`config.mk`:
```
export PLATFORM = sky130hd
export DESIGN_NAME = frame_readout
export DESIGN_NICKNAME = d
export VERILOG_FILES = /design/src/rtl/frame_pkg.sv /design/src/rtl/pixel_fifo3.sv /design/src/rtl/frame_readout.sv
export SDC_FILE = /design/constraint.sdc
export NUM_CORES = 1
export LEC_CHECK = 0
export CAP_MARGIN = 10
export CORE_ASPECT_RATIO = 2
export CORE_MARGIN = 1.5
export CORE_UTILIZATION = 60
export CTS_BUF_LIST = sky130_fd_sc_hd__clkbuf_16
export DETAILED_ROUTE_END_ITERATION = 6
export DONT_BUFFER_PORTS = 1
export GPL_TIMING_DRIVEN = 0
export PLACE_DENSITY = 0.8
export SLEW_MARGIN = 20
export SYNTH_ARGS = -nofsm -noshare
export SYNTH_HDL_FRONTEND = slang
export SYNTH_SLANG_ARGS = --single-unit
```
`constraint.sdc`:
```
create_clock -name clk -period 2.8 [get_ports clk]
set_clock_uncertainty 0.15 [all_clocks]
set_input_delay 0.28 -clock clk [delete_from_list [all_inputs] [get_ports clk]]
set_output_delay 0.28 -clock clk [all_outputs]
set_load 0.02 [all_outputs]
```
`src/rtl/frame_pkg.sv`:
```
// frame_pkg: definitions shared by the frame readout path and the
// median-filter datapath that writes the frame buffer.
//   state_t      : readout FSM encoding (IDLE, READ, DRAIN)
//   DEF_*        : default frame geometry and bus widths, defined once here
//   ptr_inc      : modulo-3 pointer increment for the 3-entry return FIFO
package frame_pkg;

    typedef enum logic [1:0] {
        ST_IDLE  = 2'd0,
        ST_READ  = 2'd1,
        ST_DRAIN = 2'd2
    } state_t;

    localparam int DEF_WIDTH  = 640;
    localparam int DEF_HEIGHT = 480;
    localparam int DEF_ADDR_W = 19;
    localparam int DEF_PIX_W  = 8;

    // The return FIFO has three slots, so its pointers wrap 2 -> 0.
    function automatic logic [1:0] ptr_inc(input logic [1:0] p);
        return (p == 2'd2) ? 2'd0 : p + 2'd1;
    endfunction

endpackage

```
`src/rtl/pixel_fifo3.sv`:
```
// pixel_fifo3: 3-entry synchronous FIFO holding returned pixels with their
// sof/eol tags.
//   clk, rst        : clock, asynchronous active-low reset
//   push, push_data : write one entry (caller guarantees not full)
//   pop             : remove the head entry (ignored when empty)
//   occ             : number of stored entries, 0..3
//   empty           : occ == 0
//   head            : oldest entry, stable until popped
module pixel_fifo3
    import frame_pkg::*;
#(
    parameter int W = 10
) (
    input  logic         clk,
    input  logic         rst,
    input  logic         push,
    input  logic [W-1:0] push_data,
    input  logic         pop,
    output logic [1:0]   occ,
    output logic         empty,
    output logic [W-1:0] head
);

    logic [W-1:0] mem [0:2];
    logic [1:0]   wr_ptr;
    logic [1:0]   rd_ptr;
    logic         pop_ok;

    assign empty  = (occ == 2'd0);
    assign pop_ok = pop && !empty;
    assign head   = mem[rd_ptr];

    always_ff @(posedge clk or negedge rst) begin
        if (!rst) begin
            wr_ptr <= 2'd0;
            rd_ptr <= 2'd0;
            occ    <= 2'd0;
            for (int i = 0; i < 3; i++) begin
                mem[i] <= '0;
            end
        end else begin
            if (push) begin
                mem[wr_ptr] <= push_data;
                wr_ptr      <= ptr_inc(wr_ptr);
            end
            if (pop_ok) begin
                rd_ptr <= ptr_inc(rd_ptr);
            end
            // Push and pop in the same cycle leave occ unchanged.
            occ <= occ + {1'b0, push} - {1'b0, pop_ok};
        end
    end

endmodule

```
`src/rtl/frame_readout.sv`:
```
// frame_readout: raster-order reader of the filtered frame buffer.
// Walks addresses 0..WIDTH*HEIGHT-1 of a 1-cycle-latency RAM and presents
// the pixels as a valid/ready stream tagged with start-of-frame / end-of-line.
//   clk, rst        : clock, asynchronous active-low reset
//   start           : one-cycle frame request, honoured only in IDLE
//   rd_en, rd_addr  : RAM read strobe and address
//   rd_data         : RAM data, valid the cycle after rd_en
//   pix_data/valid  : output stream pixel and valid
//   pix_ready       : sink ready
//   pix_sof/pix_eol : tags for address 0 and for x == WIDTH-1
//   busy            : high outside IDLE
//   frame_done      : pulse on the handshake of the last pixel
//   dbg_state       : current FSM state
//
// Stream handshake: a pixel transfers on a rising edge where pix_valid and
// pix_ready are both high; while pix_valid is high and pix_ready is low the
// pixel and its tags hold steady. pix_valid never depends on pix_ready.
module frame_readout
    import frame_pkg::*;
#(
    parameter int WIDTH  = DEF_WIDTH,
    parameter int HEIGHT = DEF_HEIGHT,
    parameter int ADDR_W = DEF_ADDR_W,
    parameter int PIX_W  = DEF_PIX_W
) (
    input  logic              clk,
    input  logic              rst,
    input  logic              start,
    output logic              rd_en,
    output logic [ADDR_W-1:0] rd_addr,
    input  logic [PIX_W-1:0]  rd_data,
    output logic [PIX_W-1:0]  pix_data,
    output logic              pix_valid,
    input  logic              pix_ready,
    output logic              pix_sof,
    output logic              pix_eol,
    output logic              busy,
    output logic              frame_done,
    output state_t            dbg_state
);

    localparam int XW = (WIDTH  > 1) ? $clog2(WIDTH)  : 1;
    localparam int YW = (HEIGHT > 1) ? $clog2(HEIGHT) : 1;
    localparam int FW = PIX_W + 2;

    state_t state, state_nx;

    logic [ADDR_W-1:0] addr;
    logic [XW-1:0]     x;
    logic [YW-1:0]     y;
    logic              x_last;
    logic              last_pix;

    logic              inflight;
    logic              sof_q;
    logic              eol_q;

    logic [1:0]        occ;
    logic              empty;
    logic [FW-1:0]     head;
    logic              pop;
    logic              credit_ok;
    logic              last_hs;

    assign x_last   = (x == XW'(WIDTH - 1));
    assign last_pix = x_last && (y == YW'(HEIGHT - 1));

    // Credits count stored entries plus the read still on its way back, so
    // a full FIFO can always absorb the returning word. Only registered
    // terms appear here: pix_ready has no path to rd_en.
    assign credit_ok = ({1'b0, occ} + {2'b00, inflight}) < 3'd3;

    assign pop     = !empty && pix_ready;
    // Final handshake: one entry left and nothing still returning.
    assign last_hs = pop && (occ == 2'd1) && !inflight;

    // ---------------- FSM: state register ----------------
    always_ff @(posedge clk or negedge rst) begin
        if (!rst) begin
            state <= ST_IDLE;
        end else begin
            state <= state_nx;
        end
    end

    // ---------------- FSM: next state ----------------
    always_comb begin
        state_nx = state;
        case (state)
            ST_IDLE:  if (start)              state_nx = ST_READ;
            ST_READ:  if (rd_en && last_pix)  state_nx = ST_DRAIN;
            ST_DRAIN: if (last_hs)            state_nx = ST_IDLE;
            default:                          state_nx = ST_IDLE;
        endcase
    end

    // ---------------- FSM: outputs ----------------
    always_comb begin
        busy       = 1'b0;
        rd_en      = 1'b0;
        frame_done = 1'b0;
        case (state)
            ST_READ: begin
                busy  = 1'b1;
                rd_en = credit_ok;
            end
            ST_DRAIN: begin
                busy       = 1'b1;
                frame_done = last_hs;
            end
            default: ;
        endcase
    end

    assign dbg_state = state;

    // ---------------- address / raster counters ----------------
    // Counters rewind to 0 on the last issue so each frame starts clean.
    always_ff @(posedge clk or negedge rst) begin
        if (!rst) begin
            addr <= '0;
            x    <= '0;
            y    <= '0;
        end else if (rd_en) begin
            if (last_pix) begin
                addr <= '0;
                x    <= '0;
                y    <= '0;
            end else begin
                addr <= addr + ADDR_W'(1);
                if (x_last) begin
                    x <= '0;
                    y <= y + YW'(1);
                end else begin
                    x <= x + XW'(1);
                end
            end
        end
    end

    assign rd_addr = addr;

    // ---------------- flag pipeline ----------------
    // Tags are decided at issue and travel with the read so they line up
    // with rd_data one cycle later.
    always_ff @(posedge clk or negedge rst) begin
        if (!rst) begin
            inflight <= 1'b0;
            sof_q    <= 1'b0;
            eol_q    <= 1'b0;
        end else begin
            inflight <= rd_en;
            if (rd_en) begin
                sof_q <= (addr == '0);
                eol_q <= x_last;
            end
        end
    end

    pixel_fifo3 #(
        .W (FW)
    ) u_fifo (
        .clk       (clk),
        .rst       (rst),
        .push      (inflight),
        .push_data ({rd_data, sof_q, eol_q}),
        .pop       (pop),
        .occ       (occ),
        .empty     (empty),
        .head      (head)
    );

    // Outputs read zero whenever nothing is valid, including right after reset.
    assign pix_valid = !empty;
    assign pix_data  = pix_valid ? head[FW-1:2] : '0;
    assign pix_sof   = pix_valid && head[1];
    assign pix_eol   = pix_valid && head[0];

endmodule

```
# After elaboration in Yosys (flattened, before gate mapping)
# Cells that the tools add are included.
[totals]
reg_bits = 79
latchBits = 0
ram_bits = 0
rom_bits = 0
inputBits = 12
out_inout_bits = 35
elab_cells = 76
memories = 0
[classes]
addsub = 8
mul = 0
div_mod_pow = 0
magnitude_cmp = 4
eq_ne = 10
shifts = 0
muxes = 21
bitwise_logic = 2
reduce_logical = 18
[ops]
columns = ["operator", "n"]
rows = [
  ["two-way mux 10 bit", 5],
  ["bitwise mux 30 bit", 1],
  ["binary-select mux 10 bit (select 2 bit)", 1],
  ["demux 10 bit (select 2 bit)", 1],
  ["adder 19 x 1 -> 19 bit (second input constant)", 1],
  ["zero test 19 bit", 1],
  ["two-way mux 19 bit", 1],
  ["two-way mux 9 bit", 2],
  ["adder 10 x 1 -> 10 bit (second input constant)", 1],
  ["== test 10 bit (second input constant)", 1],
  ["two-way mux 2 bit", 5],
  ["adder 9 x 1 -> 9 bit (second input constant)", 1],
  ["== test 9 bit (second input constant)", 1],
  ["logical AND 1 bit", 9],
  ["two-way mux 8 bit", 1],
  ["== test 2 bit (second input constant)", 3],
  [">= comparator 3 bit (second input constant)", 2],
  ["!= test 2 bit (second input constant)", 3],
  ["inverter 2 -> 3 bit", 2],
  ["one-hot mux 2 bit (3 select lines)", 1],
  ["adder 2 x 1 -> 2 bit (second input constant)", 2],
  ["== test 2 x 1 -> 1 bit (second input constant)", 2],
  ["zero test 2 bit", 2],
  ["adder 2 x 1 -> 3 bit", 1],
  ["other kinds (10)", 13],
]

# Longest topological paths before layout
[logic_depth]
ltp_word = 7
ltp_mapped = 9
ltp_nobuf = 8

# Cells and area by module
# Synthesis repeated with hierarchy kept, for this count alone.
[hier_totals]
cells_unflattened = 355
area_unflattened_um2 = 3981.3
[by_module_without_submodules]
columns = ["mod", "instances", "cells_each", "area_each_um2", "seq_area_each_um2"]
rows = [
  ["frame_readout", 1, 244, 2336.0, 1076.0],
  ["pixel_fifo3", 1, 111, 1645.3, 900.9],
]

# Worst setup path before layout
# Ideal clock, no wire load.
[synth_path]
kind = "reg2reg"
startpoint = "register inflight"
endpoint = "register addr[10], in the netlist rd_addr[10]"
setup_ns = 0.121
t_arrival_ns = 2.110
t_required_ns = 2.529
setup_slack_ns = 0.418
stages_incl_launch_ff = 10
n_path_buf = 2
synth_period_minus_slack_ns = 2.382
path_cell_list = "dfrtp_1 ha_1 ha_1 nand2_1 nand4_2 or2_2 buf_2 nor2_4 buf_2 nor2_1"
[synth_via]
elab_chain_len = 3
[synth_rtl]
columns = ["element", "line_no", "text"]
rows = [
  ["start, declared", "frame_readout.sv:54", "logic inflight;"],
  ["start signal, assigned", "frame_readout.sv:152", "inflight <= rd_en;"],
  ["adder 2 x 1 -> 3 bit", "frame_readout.sv:71", "assign credit_ok = ({1'b0, occ} + {2'b00, inflight}) < 3'd3;"],
  ["less-than comparator 3 x 2 -> 1 bit", "frame_readout.sv:71", ""],
  ["two-way mux 1 bit", "frame_readout.sv:102", "case (state)"],
  ["end signal, assigned", "frame_readout.sv:130", "addr <= addr + ADDR_W'(1);"],
  ["end, declared", "frame_readout.sv:48", "logic [ADDR_W-1:0] addr;"],
]
# Every way passes these cells.
# A chain may end at the register's enable or synchronous reset.

# Worst setup path in the final report
[layout_path]
startpoint = "register inflight"
endpoint = "register y[6]"
[layout_via]
elab_chain_len = 4
[layout_rtl]
columns = ["element", "line_no", "text"]
rows = [
  ["adder 2 x 1 -> 3 bit", "frame_readout.sv:71", ""],
  ["less-than comparator 3 x 2 -> 1 bit", "frame_readout.sv:71", ""],
  ["two-way mux 1 bit", "frame_readout.sv:102", ""],
  ["AND reduction 2 bit (no line)", "--", ""],
  ["end signal, assigned", "frame_readout.sv:133", "y <= y + YW'(1);"],
  ["end, declared", "frame_readout.sv:50", "logic [YW-1:0] y;"],
]
# Every way passes these cells.

==> flow_metrics.tcl <==
set metrics [dict create \
    rsz0062_at_grt "no" \
    p_total_uw 4510 \
    synthToLayoutAreaGrowth_pct 14.3 \
    rrSetupSlack_ns 0.16 \
    first_pass_iters 4 \
    numCtsBuffers 9 \
    globalplace.congestion 0.801 \
    critPathCaptureType "flip-flop" \
    clock_latency_ns 0.34 \
    setup_slack_ns 0.159 \
    use_met2_pct 42.3 \
    required_ns 2.85 \
    finalWirelength_um 7740 \
    synth_area_um2 3880 \
    startpoint_type "flip-flop" \
    p_sw_share_pct 37.4 \
    outcome "finished clean" \
    die-height_um 117 \
    dp_cells 450 \
    start_util_pct 62.1 \
    initialDrtViolationCount 105 \
    synthMuxAreaShare_pct 13.0 \
    slowest_delay_ns 0.45 \
    maxCapViolations 0 \
    p_leak_uw 0.00197 \
    grt_usage_pct 24.1 \
    setup_violations 0 \
    comb_power_share_pct 33.7 \
    synth_ff_type "dfrtp_1" \
    n_antenna_cell 0 \
    arrival_ns 2.69 \
    portBuffers 0 \
    irDropWorstVdd_v 0.000690 \
    syn_inst 364 \
    use_met3_pct 7.69 \
    synthAdderAreaFrac_pct 3.87 \
    cts_buffer_depth 2 \
    synth_xor_xnor_area_share_pct 6.31 \
    ios 47 \
    synth-seq-cells 79 \
    nFillCells 465 \
    yosysWarnings 0 \
    final_nets 412 \
    htree_levels 3 \
    path_cells "ha_1 -> ha_1 -> nand2_1 -> nand4_4 -> or2_2 -> buf_2 -> o31ai_1 -> o41ai_1" \
    crit_type "flip-flop to flip-flop" \
    p_seq_share_pct 41.3 \
    ant_nets 0 \
    wl_per_cell_um 16.2 \
    power_switching_uw 1690 \
    top_usage_layer "met2" \
    placementRows 41 \
    antenna_found_initial 0 \
    seq_area_frac_synth_pct 50.9 \
    worstPathMaxFanout 10 \
    layout-drive-gt1-share_pct 16.0 \
    synthesis.nets 388 \
    powerDensity_nw_per_um2 1020 \
    cpMostUsedCell "ha_1" \
    viasPerCell 5.65 \
    first_global_vias 2668 \
    synth_enable_flop_cells 0 \
    use_met1_pct 24.9 \
    period_share_pct 94.3 \
    vias 2707 \
    clock.fmax_ghz 0.379 \
    die_x_um 59.9 \
    die_area_um2 6990 \
    synth_top_family_by_area "simple AND/OR/NAND/NOR gates" \
    hold_viol_final 0 \
    min_path_type "primary input to flip-flop" \
    synth_compound_area_share_pct 5.25 \
    synth_cell_types 43 \
    clkSinkCount 79 \
    path_clk_slew_ns 0.06 \
    worstMarginPinSlew_ns 0.715 \
    reg2reg_depth 8 \
    max-slew-margin-rel_pct 52.3 \
    holdPathStages 3 \
    overflow 0 \
    layout.cells.non_filler 479 \
    p_int_uw 2820 \
    post-dp-hpwl_um 5340 \
    yosys.area.top_type_share_pct 50.9 \
    finalMaxSlewViolations 0 \
    synth.area.top_cells "dfrtp_1 (51%), mux2_2 (9.3%), nor2_1 (4.7%)" \
    syn_avg_cell_area_um2 10.7 \
    async_reset_ff_share_pct 100 \
    period_minus_slack_ns 2.64 \
    crit_path_top_delay_cell "dfrtp_1" \
    synth.largest_area_cell "dfrtp_1" \
    grt_pass1_wl_um 12400 \
    route.detailed.drc 0 \
    synthSimpleGateAreaFrac_pct 17.6 \
    core_area_um2 6260 \
    pwr-share-clk_pct 25.1 \
    fin_hold_ws_ns 0.136 \
    place_ws_ns -0.0303 \
    grt_max_degree 80 \
    cts_root_buf "clkbuf_16" \
    cts_tree "done" \
]
## repair_timing
action                                  in CTS  in global routing
hold endpoints to repair                   103                  0
setup buffers                                0                  3
endpoints found under the setup margin      11                 13
pin swaps                                    0                  1
gates resized for setup                      2                  4
hold buffers                                10                  0
## state kept, by name (all words and copies together) (netlist names)
name / flops
u_fifo.mem: 30
x: 10
u_fifo.rd_ptr: 2
inflight: 1
u_fifo.wr_ptr: 2
eol_q: 1
u_fifo.occ: 2
sof_q: 1
rd_addr: 19
dbg_state: 2
y: 9
## critical path, delay by kind of cell (launching register included)
| family | cells | cell delay (ns) |
|---|---|---|
| simple gates | 3 | 0.72 |
| compound gates | 2 | 0.48 |
| flops | 1 | 0.45 |
| fa+ha+maj | 2 | 0.49 |
| buf+inv | 1 | 0.20 |
## cells in the mapped netlist (all sizes together), types with 2 or more instances
| library cell | instances |
|---|---|
| dfrtp | 79 |
| nor2 | 50 |
| mux2 | 34 |
| nand2 | 31 |
| xnor2 | 21 |
| inv | 18 |
| ha | 12 |
| mux2i | 12 |
| a21oi | 11 |
| nand3 | 10 |
| nand4 | 10 |
| nor3 | 10 |
| o21ai | 9 |
| nor4 | 7 |
| xor2 | 7 |
| clkbuf | 6 |
| buf | 5 |
| o31ai | 4 |
| and3 | 3 |
| or3 | 3 |
| a21o | 2 |
| and2 | 2 |
| nand2b | 2 |
| nor4b | 2 |
| o21a | 2 |
| or4 | 2 |
## metal layers
layer  wire, um  vias up
met5          0        -
met4        173        0
met3        279       13
met2       4310       50
met1       2980     1336
li1           -     1308
## per-stage QoR
step / utilization, % / setup TNS [ns] / area (um^2)
floorplan: - / 0 / 3880
global placement: 63.8 / 0 / 3990
detailed placement: 63.8 / -0.0303 / 3990
CTS: 70.3 / 0 / 4400
global route: 70.9 / 0 / 4440
finish: 70.9 / 0 / 4440
## power groups by stage
| stage | clock, uW | sequential, uW | combinational (uW) |
|---|---|---|---|
| after floorplan | 0 | 1790 | 1230 |
| after global placement | 0 | 1850 | 1420 |
| after detailed placement | 0 | 1880 | 1480 |
| after CTS | 1140 | 1860 | 1530 |
| after global routing | 1200 | 1910 | 1690 |
| final | 1130 | 1860 | 1520 |
## kinds of logic (layout without fill, tap and decap cells)
family,Yosys count,count (layout)
xor gates and xnor gates,28,28
AOI/OAI and AO/OA,31,31
DFF,79,79
muxes,46,46
adders and majority gates,12,12
buffers and inverters,30,59
and+or+nand+nor,138,138
## cells in the final DEF (no fill, tap or decap), drive strengths merged, types with 2 or more instances in the layout
master       synthesis  routed
a21o                 2       2
a21oi               11      11
and2                 2       2
and3                 3       3
buf                  5       9
clkbuf               6      15
clkinv               1       4
dfrtp               79      79
dlygate4sd3          0       9
ha                  12      12
inv                 18      20
mux2                34      34
mux2i               12      12
nand2               31      31
nand2b               2       2
nand3               10      10
nand4               10      10
nor2                50      50
nor3                10      10
nor4                 7       7
nor4b                2       2
o21a                 2       2
o21ai                9       9
o31ai                4       4
or3                  3       3
or4                  2       2
xnor2               21      21
xor2                 7       7
## worst paths after layout
check | start | to
hold / removal | pix_ready | u_fifo.rd_ptr[1]$_DFFE_PN0P_
setup / recovery | inflight$_DFF_PN0_ | y[6]$_DFFE_PN0P_
max in group asynchronous | rst | rd_addr[10]$_DFFE_PN0P_
setup reg to reg | inflight$_DFF_PN0_ | y[6]$_DFFE_PN0P_
min in group asynchronous | rst | u_fifo.wr_ptr[1]$_DFFE_PN0P_
hold reg to reg | x[8]$_DFFE_PN0P_ | x[8]$_DFFE_PN0P_
## area by class of cell
cell class	instances	area, um^2	share of cell area (%)
well taps	86	108	2.42
clock buffers	9	225	5.07
inverters	19	72.6	1.63
multi-input cells	255	1800	40.5
plain buffers	11	53.8	1.21
clock inverters	7	63.8	1.44
repair buffers	13	140	3.16
flip-flops and latches	79	1980	44.5
No activity file was read; power rests on OpenSTA's default activity.
